## src/rtl/reg_pipeline_pkg.sv

```systemverilog
// Shared constants and helpers for the reg_pipeline delay line and the blocks that instantiate it.
package reg_pipeline_pkg;

    localparam int DEFAULT_WIDTH = 8;
    localparam int DEFAULT_DEPTH = 4;

    // Width of a counter that must hold every value from 0 to depth inclusive.
    function automatic int OCC_W(input int depth);
        int w;
        w = $clog2(depth + 1);
        return (w < 1) ? 1 : w;
    endfunction

endpackage

```

## src/rtl/reg_pipeline_stage.sv

```systemverilog
// One data+valid register of the delay line: sync reset, flush and clock enable.
module reg_stage #(
    parameter int               WIDTH   = 8,
    parameter logic [WIDTH-1:0] RST_VAL = '0
) (
    input  logic             clk,
    input  logic             rst,
    input  logic             flush,
    input  logic             en,
    input  logic [WIDTH-1:0] d,
    input  logic             d_valid,
    output logic [WIDTH-1:0] q,
    output logic             q_valid
);

    always_ff @(posedge clk) begin
        if (rst || flush) begin
            q       <= RST_VAL;
            q_valid <= 1'b0;
        end else if (en) begin
            q       <= d;
            q_valid <= d_valid;
        end
    end

endmodule

```

## src/rtl/reg_pipeline.sv

```systemverilog
// Stallable, flushable WIDTH x DEPTH register delay line with per-stage valid bits.
// Define REG_PIPELINE_OCC_EN to add the occ port and its incremental occupancy counter.
module reg_pipeline
    import reg_pipeline_pkg::*;
#(
    parameter int               WIDTH   = DEFAULT_WIDTH,
    parameter int               DEPTH   = DEFAULT_DEPTH,
    parameter logic [WIDTH-1:0] RST_VAL = {WIDTH{1'b0}}
) (
    input  logic             clk,
    input  logic             rst,
    input  logic             en,
    input  logic             flush,
    input  logic [WIDTH-1:0] d,
    input  logic             d_valid,
    output logic [WIDTH-1:0] q,
    output logic             q_valid
`ifdef REG_PIPELINE_OCC_EN
    ,
    output logic [OCC_W(DEPTH)-1:0] occ
`endif
);

    // Entry 0 is the pipeline input; entry i+1 is the output of stage i.
    logic [DEPTH:0][WIDTH-1:0] chain_data;
    logic [DEPTH:0]            chain_vld;

    assign chain_data[0] = d;
    assign chain_vld[0]  = d_valid;

    for (genvar i = 0; i < DEPTH; i++) begin : g_stage
        reg_stage #(
            .WIDTH   (WIDTH),
            .RST_VAL (RST_VAL)
        ) u_stage (
            .clk     (clk),
            .rst     (rst),
            .flush   (flush),
            .en      (en),
            .d       (chain_data[i]),
            .d_valid (chain_vld[i]),
            .q       (chain_data[i+1]),
            .q_valid (chain_vld[i+1])
        );
    end

    assign q       = chain_data[DEPTH];
    assign q_valid = chain_vld[DEPTH];

`ifdef REG_PIPELINE_OCC_EN
    localparam int               OW      = OCC_W(DEPTH);
    localparam logic [OW-1:0]    OCC_MAX = OW'(DEPTH);

    // Only an enabled edge where the entering and leaving valid bits differ moves the count.
    always_ff @(posedge clk) begin
        if (rst || flush) begin
            occ <= '0;
        end else if (en) begin
            if (d_valid && !q_valid && occ != OCC_MAX) begin
                occ <= occ + 1'b1;
            end else if (!d_valid && q_valid && occ != '0) begin
                occ <= occ - 1'b1;
            end
        end
    end
`else
    // Occupancy tracking is compiled out; the stages alone carry the state.
`endif

endmodule

```

## config.mk

```make
export PLATFORM = sky130hd
export DESIGN_NAME = reg_pipeline
export DESIGN_NICKNAME = d
export VERILOG_FILES = /design/src/rtl/reg_pipeline_pkg.sv /design/src/rtl/reg_pipeline_stage.sv /design/src/rtl/reg_pipeline.sv
export SDC_FILE = /design/constraint.sdc
export NUM_CORES = 1
export LEC_CHECK = 0
export ABC_AREA = 0
export CORE_AREA = 10 10 79 81
export DETAILED_ROUTE_END_ITERATION = 10
export DIE_AREA = 0 0 89 91
export GPL_TIMING_DRIVEN = 0
export HOLD_SLACK_MARGIN = 0.08
export SYNTH_ARGS = -nofsm -noshare
export SYNTH_HDL_FRONTEND = slang
export SYNTH_SLANG_ARGS = --single-unit
export TNS_END_PERCENT = 10
```

## constraint.sdc

```tcl
create_clock -name clk -period 0.95 [get_ports clk]
set_input_delay 0.1425 -clock clk [delete_from_list [all_inputs] [get_ports clk]]
set_output_delay 0.1425 -clock clk [all_outputs]
set_load 0.03 [all_outputs]
```

==> summary by stage, run 1 <==
Timing
The normalized max-slew margin is between 80% and 90%. Across all setup checks in the final design, the least slack found is -0.0426 ns. The final-layout worst hold slack is between 0.15 and 0.2 ns. The slew at the pin closest to its max-slew limit is 0.168 ns.

The total of endpoints with negative setup slack in the final report is 6. For the final routed database, the setup TNS stands at -0.201 ns. The worst path in the final design needs a cycle of 0.993 ns, including I/O delays and setup.

The final critical path takes up 104% of the cycle. The final-report hold violation count is 0. The max-slew violation count came to 0. The fmax is roughly 1.0 GHz.

For the final database, setup skew stands at 0.00299 ns. Setup repair after global routing could not meet its margin everywhere.

Yosys
The commonest cells after synthesis are sky130_fd_sc_hd__dfxtp_1 (36), sky130_fd_sc_hd__mux2i_1 (36), sky130_fd_sc_hd__nor2_1 (36). The average cell area after synthesis is 11.1 µm². Counting flops and latches in the post-synthesis netlist gives 36.

The summed instance area of the synthesized netlist is 1380 µm². The fraction of synthesized area in multiplexers is a little over a quarter. After synthesis, the largest area contributor takes up between 50% and 60% of total cell area. In the synthesized netlist, the number of instances is 125. The distinct cell type count after synthesis is 7. The share of the synthesized area in compound gates (AO/OA/AOI/OAI) is 0%.

Ranked by total cell area, the synthesized netlist is headed by sky130_fd_sc_hd__dfxtp_1 (52%), sky130_fd_sc_hd__mux2i_1 (26%), sky130_fd_sc_hd__nor2_1 (9.8%). The synthesized netlist devotes 0% of its cell area to XOR and XNOR gates. Of the synthesized area, sequential elements account for a little over half. The number of warnings reported in the yosys synthesis log is 0. When the netlist entered floorplanning its net count stood at 138. The fraction of registers with async set/reset is 0%. By area, the combinational part of the netlist is dominated by multiplexers. The synthesized-area fraction occupied by adder cells is 0%. Counting flops with a built-in enable in the synthesized netlist gives 0. Summing the areas of all and, or, nand and nor instances in the mapped netlist gives about 10% of the synthesized area.

The largest total area in the synthesized netlist belongs to sky130_fd_sc_hd__dfxtp_1. The top flip-flop cell by instance count after synthesis is sky130_fd_sc_hd__dfxtp_1.

Cells and area
The non-filler instance count after layout is slightly above 200. The summed area of non-filler cells in the final layout is between 1500 and 2000 µm². After filler insertion, the fill cell instance count of the layout stands at 459. In the final layout, the share of cells above drive strength 1 is about 30%. Compared with the post-synthesis result, the final layout area differs by 29.4%.

Measured on the finished design, the core utilization comes to 38.4%. The antenna diode count is 0. The net count of the finished layout is 164.

Worst setup path
The worst setup path is launched from a register. The endpoint of the worst setup timing path is q[7]. The critical path class is reg -> out.

Traced cell by cell, the critical path runs through buf_4 -> buf_6. Tracing the worst setup path back leads to its startpoint at g_stage[3].u_stage.q[7]. The longest individual stage delay on the worst path is around 0.31 ns. The worst endpoint required time is approximately 0.8 ns.

Of all nets on the critical path, the largest fanout is 2. The setup slack of the worst register-to-register path is around 0.23 ns. Measured in cells, the most critical reg-to-reg path has a length of 3.

In this run the critical register-to-register path is captured at g_stage[3].u_stage.q[6]. The critical path's slowest cell is sky130_fd_sc_hd__dfxtp_1. STA classifies the critical path endpoint as an output port. The beginning of the worst register-to-register path is g_stage[3].u_stage.q[6]. STA puts the critical path data arrival time at around 0.85 ns.

Global route
The sum of overflow across all layers after global routing is 0. The pin count of the biggest net entering global routing is 12. The combined global-route utilization of all metal layers is roughly 6.8%. The via count of the first global-routing pass is between 900 and 1000. The first global-routing pass estimated approximately 4300 µm of wire. The initial antenna violation count was 0.

Worst hold path
The tightest min-delay check is of the in -> reg type.

Placement
The number of placed instances, taps included is 199. The last weighted congestion value of the routability-driven placer is a little under 0.7. Detailed placement finished with a half-perimeter wire length of between 1500 and 2000 µm. The setup slack after placement is -0.307 ns. The number of port buffers is 20. The post-place instance area is roughly 1700 µm².

Clock network
The number of buffers on the longest clock path is 2. The clock tree from TritonCTS is yes. The root buffer cell chosen for the clock tree is sky130_fd_sc_hd__clkbuf_8. The sink count of the clock tree is 36. The clock network latency to the later pin of the worst-skew pair is 0.29 ns. Counting the buffers created by CTS gives 5.

The clock-pin slew reported for the worst setup and hold paths after clock tree synthesis is 0.07 ns. CTS built an H-tree with a depth of 2.

Die
The floorplan step defined a die boundary enclosing about 8100 µm². For this design the top-level I/O count stands at 22. The chip height is ~90 µm. After floorplanning, the core was divided into 25 placement rows. The die is between 80 and 90 µm wide.

The core outline area is roughly 4700 µm². For this configuration, the core starts out at a cell density of between 20 and 30%.

Drt
The iteration count of the initial detailed-routing pass is 4. Using the TritonRoute via totals, the vias-per-cell ratio works out to 4.26. The total vias in the final route is around 900. The routed wirelength normalized by instance count is between 10 and 15 µm.

After detailed routing, the number of remaining DRC violations is 0. The detailed-route wire length is about 2500 µm. The remaining antenna violation count is 0. The number of violations reported at the end of detailed-routing iteration 0 is 36.

Outcome
The checks that failed: setup timing. The flow ran to the end, but the final reports show violations.

Power
The total power of the final layout is 2.84 mW. In this run the power density over the cells is between 1500 and 2000 nW/µm². Across the VDD grid, the largest voltage drop is between 0.0006 and 0.0007 V.

For this design the static power due to leakage is roughly 0.77 nW.

Run
The tool flagged a number of max-cap violations equal to 0.
-- worst max-delay path: cells and delay by family, from the launching register on --
| kind | cells | cell delay, ns |
|---|---|---|
| buffers and inverters | 2 | 0.26 |
| flip-flops | 1 | 0.31 |
-- repair_timing --
| action | in CTS | in global routing |
|---|---|---|
| endpoints found under the setup margin | 11 | 28 |
| resized for setup | 65 | 16 |
| hold buffers | 0 | 0 |
| buffers inserted | 0 | 1 |
| pin swaps | 0 | 1 |
-- metal layers --
metal | track usage [%] | part of all wire, %
met1 | 7.45 | 44
met2 | 10.6 | 48
met3 | 3.04 | 5.8
met4 | 3.98 | 2.5
met5 | 0 | 0
-- state kept, by name, summed over array words and instances, names as in the netlist --
signal,cells
g_stage.u_stage.q,32
g_stage.u_stage.q_valid,4
-- report_power, final --
group	switching, mW	internal [mW]
clock	0.516	0.578
combinational	0.0939	0.123
sequential	0.00814	1.53
-- cell families (layout without fill, tap and decap cells) --
| family | Yosys count | in the layout |
|---|---|---|
| buffers and inverters | 16 | 43 |
| flip-flops | 36 | 36 |
| multiplexers | 36 | 36 |
| AND/OR/NAND/NOR | 37 | 37 |
-- worst min path at each step --
stage	cells after the start	slack, ns	end	start
final	3	0.19	g_stage[3].u_stage.q[4]	en
after global routing	3	0.19	g_stage[3].u_stage.q[6]	en
after CTS	3	0.19	g_stage[3].u_stage.q[4]	en
after floorplan	2	0.29	g_stage[0].u_stage.q[0]	d[0]
after global placement	2	0.47	g_stage[3].u_stage.q_valid	g_stage[3].u_stage.q_valid
after detailed placement	3	0.48	g_stage[3].u_stage.q[4]	en
-- final cells by class --
type                       count  area [µm²]  share of cell area, %
multi-input combinational     73         522                   29.1
sequential                    36         728                   40.7
buffer                        14         161                   9.01
timing repair buffer          21         219                   12.2
clock inverter                 2        10.0                  0.559
tap                           54        67.6                   3.77
clock buffer                   6        82.6                   4.61
-- placed cells by master (no fill, tap or decap), drive strengths merged --
| cell type | n |
|---|---|
| clkdlybuf4s50 | 11 |
| or2 | 1 |
| clkbuf | 6 |
| buf | 24 |
| clkinv | 2 |
| nor2 | 36 |
| dfxtp | 36 |
| mux2i | 36 |
Power figures use the tool's default switching activity.
==> inputs of run 2 (changes only) <==
--- a/config.mk
+++ b/config.mk
@@ -6,6 +6,7 @@
 export NUM_CORES = 1
 export LEC_CHECK = 0
 export ABC_AREA = 0
+export CAP_MARGIN = 20
 export CORE_AREA = 10 10 79 81
 export DETAILED_ROUTE_END_ITERATION = 10
 export DIE_AREA = 0 0 89 91
==> results of run 2 <==
The final DEF is identical to that of run 1; final timing and power are the same.
